--- src/rtl/spi_master_pkg.sv ---
// Shared op encodings, FSM states and widths for the SPI master/slave pair.
// The SPI slave reuses the OP_* encodings so both ends agree on the frame.
package spi_master_pkg;

  localparam int WORD_W = 10;
  localparam int RD_W   = 8;

  localparam logic [1:0] OP_WR_ADDR = 2'b00;
  localparam logic [1:0] OP_WR_DATA = 2'b01;
  localparam logic [1:0] OP_RD_ADDR = 2'b10;
  localparam logic [1:0] OP_RD_DATA = 2'b11;

  typedef enum logic [2:0] {
    S_IDLE,
    S_CMD,
    S_SHIFT,
    S_TURN,
    S_CAPT,
    S_END
  } state_e;

endpackage

--- src/rtl/spim_shifter.sv ---
// SPI master datapath: 10-bit MSB-first transmit shifter and
// 8-bit MSB-first receive shifter, sequenced by the controller FSM.
module spim_shifter
  import spi_master_pkg::*;
(
  input  logic              clk_i,
  input  logic              rst_i,
  input  logic              load_i,
  input  logic [WORD_W-1:0] word_i,
  input  logic              tx_shift_i,
  input  logic              rx_shift_i,
  input  logic              miso_i,
  output logic              mosi_o,
  output logic [RD_W-1:0]   rx_o
);

  logic [WORD_W-1:0] tx_q;
  logic [RD_W-1:0]   rx_q;

  // Zero fill means MOSI returns low once the last word bit is out.
  always_ff @(posedge clk_i) begin
    if (rst_i) begin
      tx_q <= '0;
      rx_q <= '0;
    end else begin
      if (load_i) begin
        tx_q <= word_i;
      end else if (tx_shift_i) begin
        tx_q <= {tx_q[WORD_W-2:0], 1'b0};
      end
      if (rx_shift_i) begin
        rx_q <= {rx_q[RD_W-2:0], miso_i};
      end
    end
  end

  assign mosi_o = tx_q[WORD_W-1];
  assign rx_o   = rx_q;

endmodule

--- src/rtl/spi_master_ctrl.sv ---
// SPI master: host op+byte requests become framed 10-bit SPI words.
// Optional SPIM_SEQ_CHECK_EN rejects read-data without a prior read-addr.
module spi_master_ctrl
  import spi_master_pkg::*;
#(
  parameter int TURN = 2
) (
  input  logic       clk,
  input  logic       rst,
  input  logic       cmd_valid,
  output logic       cmd_ready,
  input  logic [1:0] cmd_op,
  input  logic [7:0] cmd_data,
  output logic       rsp_valid,
  output logic [7:0] rsp_data,
  output logic       err,
  output logic       SS_n,
  output logic       MOSI,
  input  logic       MISO
);

  localparam logic [3:0] TURN_LAST = 4'(TURN - 1);

  state_e          state_q, state_d;
  logic [3:0]      cnt_q, cnt_d;
  logic [1:0]      op_q;
  logic            cmd_ready_q;
  logic            ss_n_q;
  logic            rsp_valid_q;
  logic [RD_W-1:0] rsp_data_q;
  logic [RD_W-1:0] rx;
  logic            accept;
  logic            reject;
  logic            capt_last;

  assign accept    = (state_q == S_IDLE) && cmd_ready_q && cmd_valid;
  assign capt_last = (state_q == S_CAPT) && (cnt_q == 4'd7);

  always_comb begin
    state_d = state_q;
    cnt_d   = cnt_q;
    unique case (state_q)
      S_IDLE: begin
        cnt_d = '0;
        if (accept) state_d = reject ? S_END : S_CMD;
      end
      S_CMD: begin
        cnt_d   = '0;
        state_d = S_SHIFT;
      end
      S_SHIFT: begin
        if (cnt_q == 4'd9) begin
          cnt_d   = '0;
          state_d = (op_q == OP_RD_DATA) ? S_TURN : S_END;
        end else begin
          cnt_d = cnt_q + 4'd1;
        end
      end
      S_TURN: begin
        if (cnt_q == TURN_LAST) begin
          cnt_d   = '0;
          state_d = S_CAPT;
        end else begin
          cnt_d = cnt_q + 4'd1;
        end
      end
      S_CAPT: begin
        if (cnt_q == 4'd7) begin
          cnt_d   = '0;
          state_d = S_END;
        end else begin
          cnt_d = cnt_q + 4'd1;
        end
      end
      S_END: begin
        cnt_d   = '0;
        state_d = S_IDLE;
      end
      default: begin
        cnt_d   = '0;
        state_d = S_IDLE;
      end
    endcase
  end

  // Outputs are registered from the next state so they align with it.
  always_ff @(posedge clk) begin
    if (rst) begin
      state_q     <= S_IDLE;
      cnt_q       <= '0;
      op_q        <= '0;
      cmd_ready_q <= 1'b0;
      ss_n_q      <= 1'b1;
      rsp_valid_q <= 1'b0;
      rsp_data_q  <= '0;
    end else begin
      state_q     <= state_d;
      cnt_q       <= cnt_d;
      cmd_ready_q <= (state_d == S_IDLE);
      ss_n_q      <= !(state_d inside {S_CMD, S_SHIFT, S_TURN, S_CAPT});
      rsp_valid_q <= capt_last;
      if (accept) op_q <= cmd_op;
      if (capt_last) rsp_data_q <= {rx[RD_W-2:0], MISO};
    end
  end

`ifdef SPIM_SEQ_CHECK_EN
  logic armed_q;
  logic err_q;

  assign reject = (cmd_op == OP_RD_DATA) && !armed_q;

  always_ff @(posedge clk) begin
    if (rst) begin
      armed_q <= 1'b0;
      err_q   <= 1'b0;
    end else begin
      err_q <= accept && reject;
      if (state_q == S_END) begin
        if (op_q == OP_RD_ADDR) begin
          armed_q <= 1'b1;
        end else if (op_q == OP_RD_DATA) begin
          armed_q <= 1'b0;
        end
      end
    end
  end

  assign err = err_q;
`else
  assign reject = 1'b0;
  assign err    = 1'b0;
`endif

  spim_shifter u_shifter (
    .clk_i      (clk),
    .rst_i      (rst),
    .load_i     (accept && !reject),
    .word_i     ({cmd_op, cmd_data}),
    .tx_shift_i (state_q == S_SHIFT),
    .rx_shift_i (state_q == S_CAPT),
    .miso_i     (MISO),
    .mosi_o     (MOSI),
    .rx_o       (rx)
  );

  assign cmd_ready = cmd_ready_q;
  assign SS_n      = ss_n_q;
  assign rsp_valid = rsp_valid_q;
  assign rsp_data  = rsp_data_q;

endmodule

--- config.mk ---
export PLATFORM = sky130hd
export DESIGN_NAME = spi_master_ctrl
export DESIGN_NICKNAME = d
export VERILOG_FILES = /design/src/rtl/spi_master_pkg.sv /design/src/rtl/spim_shifter.sv /design/src/rtl/spi_master_ctrl.sv
export SDC_FILE = /design/constraint.sdc
export NUM_CORES = 1
export LEC_CHECK = 0
export ABC_AREA = 1
export CAP_MARGIN = 5
export CORE_MARGIN = 3
export CORE_UTILIZATION = 40
export CTS_BUF_LIST = sky130_fd_sc_hd__clkbuf_8
export DETAILED_ROUTE_END_ITERATION = 7
export SLEW_MARGIN = 5
export SYNTH_ARGS = -nofsm -noshare
export SYNTH_HDL_FRONTEND = slang
export SYNTH_SLANG_ARGS = --single-unit
--- constraint.sdc ---
create_clock -name clk -period 1.8 [get_ports clk]
set_input_delay 0.36 -clock clk [delete_from_list [all_inputs] [get_ports clk]]
set_output_delay 0.36 -clock clk [all_outputs]
set_load 0.005 [all_outputs]
# Yosys cells after proc, flatten, opt, wreduce, memory -nomap -nowiden
# Cells that the tools add are included.
[op_classes] addsub=1 eq_ne=12 muxes=12 n_reduce_logical=8
[ops] operator="$mux W10" count=2
[ops] operator="$mux W3" count=5
[ops] operator="$pmux W3 S5" count=1
[ops] operator="$eq A3 B2 Y1 const B" count=4
[ops] operator="$mux W4" count=3
[ops] operator="$pmux W4 S3" count=1
[ops] operator="$eq A3 B1 Y1 const B" count=2
[ops] operator="$eq A3 B3 Y1 const B" count=2
[ops] operator="$logic_not A3 Y1" count=2
[ops] operator="$add A4 B1 Y4 const B" count=1
[ops] operator="$eq A4 B1 Y1 const B" count=1
[ops] operator="$eq A4 B3 Y1 const B" count=1
[ops] operator="$eq A4 B4 Y1 const B" count=1
[ops] operator="$reduce_bool A4 Y1" count=1
[ops] operator="$logic_and A1 B1 Y1" count=3
[ops] operator="$eq A2 B2 Y1 const B" count=1
[ops] operator="$reduce_bool A2 Y1" count=1
[ops] operator="$logic_not A1 Y1" count=1
[word_totals] regBits=37 inputBits=14 out_inout_bits=13 wordCells=42

# Logic depth before layout (Yosys ltp)
[logic_depth] ltp_word=8 mapped_depth=10 mapped_depth_nobuf=10

# Cells and area by module
# A second synthesis with hierarchy kept.
[hier_totals] cells_unflattened=228 area_unflattened_um2=1635.3
[modules_own_cells] mod="spi_master_ctrl" instances=1 cells_per_inst=120 area_each_um2=883.3 seq_area_each_um2=400.4
[modules_own_cells] mod="spim_shifter" instances=1 cells_per_inst=108 area_each_um2=752.0 seq_area_each_um2=360.3

# Least setup slack after synthesis
# No wires, ideal clock.
[synth_path] kind="reg-to-reg" startpoint="register cnt_q[0]" endpoint="register ss_n_q, in the netlist SS_n" arrival_time_ns=1.222 required_ns=1.672 setup_slack_ns=0.450 path_stages_with_launch=9 path_buffers=0 period_less_slack_ns=1.350 cell_sequence="dfxtp_1 -> ha_1 -> nand2_1 -> nor2_1 -> nand2_1 -> nor2_1 -> nor2_4 -> nand3_2 -> nand3_1"
[synth_via] elab_chain_cells=6 word_cells_on_any_way=13 classes_between="eq/ne (7); mux (4); reduce/logical (2)"
[synth_rtl] item="start: declaration" line="spi_master_ctrl.sv:25" rtl="logic [3:0] cnt_q, cnt_d;"
[synth_rtl] item="start signal: assignment" line="spi_master_ctrl.sv:98" rtl="cnt_q <= cnt_d;"
[synth_rtl] item="$eq A4 B3 Y1, or another cell as far along" line="spi_master_ctrl.sv:68" rtl="if (cnt_q == 4'd7) begin"
[synth_rtl] item="$mux W3, on equally long branches" line="spi_master_ctrl.sv:68, spi_master_ctrl.sv:52, spi_master_ctrl.sv:60"
[synth_rtl] item="$pmux W3 S5 (*)" line="spi_master_ctrl.sv:42" rtl="unique case (state_q)"
[synth_rtl] item="$eq A3 B1 Y1, or another cell as far along" line="spi_master_ctrl.sv:100" rtl="ss_n_q <= !(state_d inside {S_CMD, S_SHIFT, S_TURN, S_CAPT});"
[synth_rtl] item="$reduce_bool A4 Y1 (*)" line="spi_master_ctrl.sv:100"
[synth_rtl] item="$logic_not A1 Y1 (*)" line="spi_master_ctrl.sv:100"
[synth_rtl] item="end signal: assignment" line="spi_master_ctrl.sv:100"
[synth_rtl] item="end: declaration" line="spi_master_ctrl.sv:28" rtl="logic ss_n_q;"
# Every way passes the cells marked *; elsewhere a longest branch is shown, timed or not.
# A chain may end at the register's enable or synchronous reset.

# Final worst setup path
# Same ends and word-level chain as after synthesis.

==> qor.csv <==
metric,value,unit
Max stage delay on crit path,0.38,ns
dpl hpwl,2.33,mm
CP startpoint kind,register,
gr usage total,0.154,
initial antenna violation count,0,
Die X,68.6,um
Logic pwr share,0.091,
CTS tree,built,
WHS Endpoint,op_q[1]$_SDFFE_PP0P_,
Synth Instances,198,
CTS buffer count,5,
initial drt markers,80,
Max Slew Vio Count,0,
Hold Crit Depth,2,
Root Buffer,clkbuf_8,
worst-path cell chain,ha_1 -> nand2_1 -> nor2_1 -> nand2_1 -> nor2_1 -> nor2_4 -> nand3_2 -> nand3_1,
worst hold start,op_q[1]$_SDFFE_PP0P_,
Reg power frac,0.460,
post-synth cell types,29,
Clock power frac,0.449,
most frequent cells in the layout,"nand2_1 (44), dfxtp_1 (37), clkdlybuf4s50_1 (25)",
WS Path Type,register to register,
Psw,0.000406,W
Post-CTS Resized,0,
H-Tree Depth,2,
DRT Pass-1 Iters,4,
fill count,372,
Setup-failing EPs final,0,
"area leader, netlist",dfxtp_1,
Peak VDD IR,0.509,mV
mean post-synth cell area,7.91,um^2
RePlAce Congestion,0.787,
I/O Buffers,25,
"setup slack, reg-to-reg",0.30,ns
fin crit share,0.835,
Antenna diodes,0,
outcome,finished clean,
"top cells by area, synth","dfxtp_1 (47%), nand2_1 (11%), nor2_1 (5.0%)",
Sink Count,37,
Max Clk Rate,666,MHz
post-cts hold buffer count,0,
reg2reg end,SS_n$_SDFF_PP1_,
GR Overflow Total,0,
Initial Util,0.421,
non-filler instance count after layout,277,
max cap viols,0,
row cnt,22,
Clock Latency Late Sink,0.29,ns
cell count after placement,269,
share of cells above drive strength 1,0.135,
CP endpoint kind,register,
Synth top area share,0.473,
CP Buf/Inv Count,0,
arrival time at the worst endpoint,1.68,ns
PD cells,940,nW/um^2
leak pwr,0.848,nW
Synth Register Bits,37,
largest net degree at the start of global routing,22,
slowest library cell on the worst path,dfxtp_1,
wire length per cell,11.1,um
"Hold Vio Cnt, Final",0,
die height,68.6,um
Switching Fraction,0.215,
# DRC,0,
Setup TNS,0,ns
Post-Syn Nets,214,
Routed Antenna Nets,0,
vias,1351,
CTS Buffer Depth,2,
"CTS clk-pin slew, worst paths",0.07,ns
HP Class,register to register,
via/cell ratio,4.88,
synth warn,0,
Post-CTS Setup Bufs,0,
"most common cell after layout, fill and taps aside",nand2_1,
internal power,0.00148,W
RSZ-0062 raised after global routing,no,
first-pass GRT wire length,5.37,mm
cell family with most CP delay,simple AND/OR/NAND/NOR gates,
Power Total,0.00189,W
die footprint,4700,um^2
CP max FO,4,
I/O pin cnt,27,
Netlist Area Pre-Place,1570,um^2
reg-to-reg startpoint,cnt_q[0]$_SDFF_PP0_,
clk_skew,0.00343,ns
core box area,3720,um^2
total wire length,3.09,mm
vias in the first global route,1270,
FF-to-FF path depth,8,
fin crit period,1.50,ns
Critical Path RT,1.98,ns
Area Growth Syn to Fin,28.5,%
register area share after synthesis,0.473,
final net count,244,
==> how the worst max path moves through the flow <==
stage,slack (ns),end,cells after the start,startpoint
after CTS,0.28,SS_n$_SDFF_PP1_,8,cnt_q[0]$_SDFF_PP0_
final,0.30,SS_n$_SDFF_PP1_,8,cnt_q[0]$_SDFF_PP0_
after floorplan,0.45,SS_n$_SDFF_PP1_,8,cnt_q[0]$_SDFF_PP0_
after detailed placement,0.16,SS_n$_SDFF_PP1_,10,cmd_valid
after global routing,0.08,SS_n$_SDFF_PP1_,8,cnt_q[0]$_SDFF_PP0_
after global placement,0.20,u_shifter.tx_q[8]$_SDFFE_PP0P_,8,cmd_valid
==> sequential cells by signal, summed over array words and instances, names as in the netlist <==
signal and flops:
rsp_data 8, op_q 2, u_shifter.tx_q 10, rsp_valid 1, u_shifter.rx_o 7, SS_n 1, state_q 3, cmd_ready 1
cnt_q 4
==> final cells by class <==
class / instances / area [um^2] / area share
Multi-Input combinational cell: 137 / 714 / 0.355
Clock buffer: 5 / 68.8 / 0.0342
Sequential cell: 37 / 741 / 0.368
Tap cell: 48 / 60.1 / 0.0299
Clock inverter: 3 / 65.1 / 0.0324
Inverter: 17 / 73.8 / 0.0367
Timing Repair Buffer: 30 / 288 / 0.143
==> routing by layer <==
layer	vias up	part of all wire	wire length, um	track usage
met1	620	0.47	1440	0.182
met3	5	0.049	151	0.0389
met4	0	0.016	48	0.0744
li1	704	-	-	-
met5	-	0	0	0
met2	22	0.47	1450	0.257
==> power groups by stage <==
| stage | clock (W) | combinational, W | sequential [W] |
|---|---|---|---|
| after detailed placement | 0 | 0.000173 | 0.000888 |
| after global routing | 0.000905 | 0.000193 | 0.000873 |
| final | 0.000849 | 0.000171 | 0.000869 |
| after floorplan | 0 | 0.000105 | 0.000885 |
| after CTS | 0.000865 | 0.000174 | 0.000869 |
| after global placement | 0 | 0.000169 | 0.000887 |
==> cell usage after synthesis <==
master and n:
nor2_1 21, inv_2 3, conb_1 1, a211oi_1 1, clkinv_4 1, buf_2 2, clkbuf_1 3, nand2_4 1
o21ai_1 4, a21o_1 1, a21oi_1 10, inv_1 12, ha_1 2, buf_4 2, nand3_2 1, xor2_1 2
nand2_2 3, o211ai_1 1, nand3_1 13, inv_6 1, nor2_8 1, nand2_1 44, nor2_4 3, o21ai_0 15
o21ai_2 1, dfxtp_1 37, nand2_8 1, a31oi_1 9, nor2_2 2
==> worst reg2reg max path: stages (launching register included) <==
cell	delay, ns
dfxtp_1	0.38
ha_1	0.22
nand2_1	0.07
nor2_1	0.24
nand2_1	0.09
nor2_1	0.17
nor2_4	0.07
nand3_2	0.09
nand3_1	0.07
==> cells by family after synthesis <==
logic type                 Yosys count  synth area share
AOI/OAI and AO/OA                   42             0.149
xor gates and xnor gates             2            0.0112
adders and majority gates            2            0.0160
buffers and inverters               24            0.0703
DFF                                 37             0.473
other                                1           0.00240
and+or+nand+nor                     90             0.278
==> stage by stage <==
stage	hold WS, ns	area [um^2]	utilization	setup WS, ns
floorplan	0.430	1570	-	0.450
global placement	0.448	1880	0.505	0.198
detailed placement	0.451	1880	0.505	0.162
CTS	0.465	2010	0.541	0.282
global route	0.485	2010	0.541	0.0755
finish	0.468	2010	0.541	0.298
(Power assumes the default switching activity.)
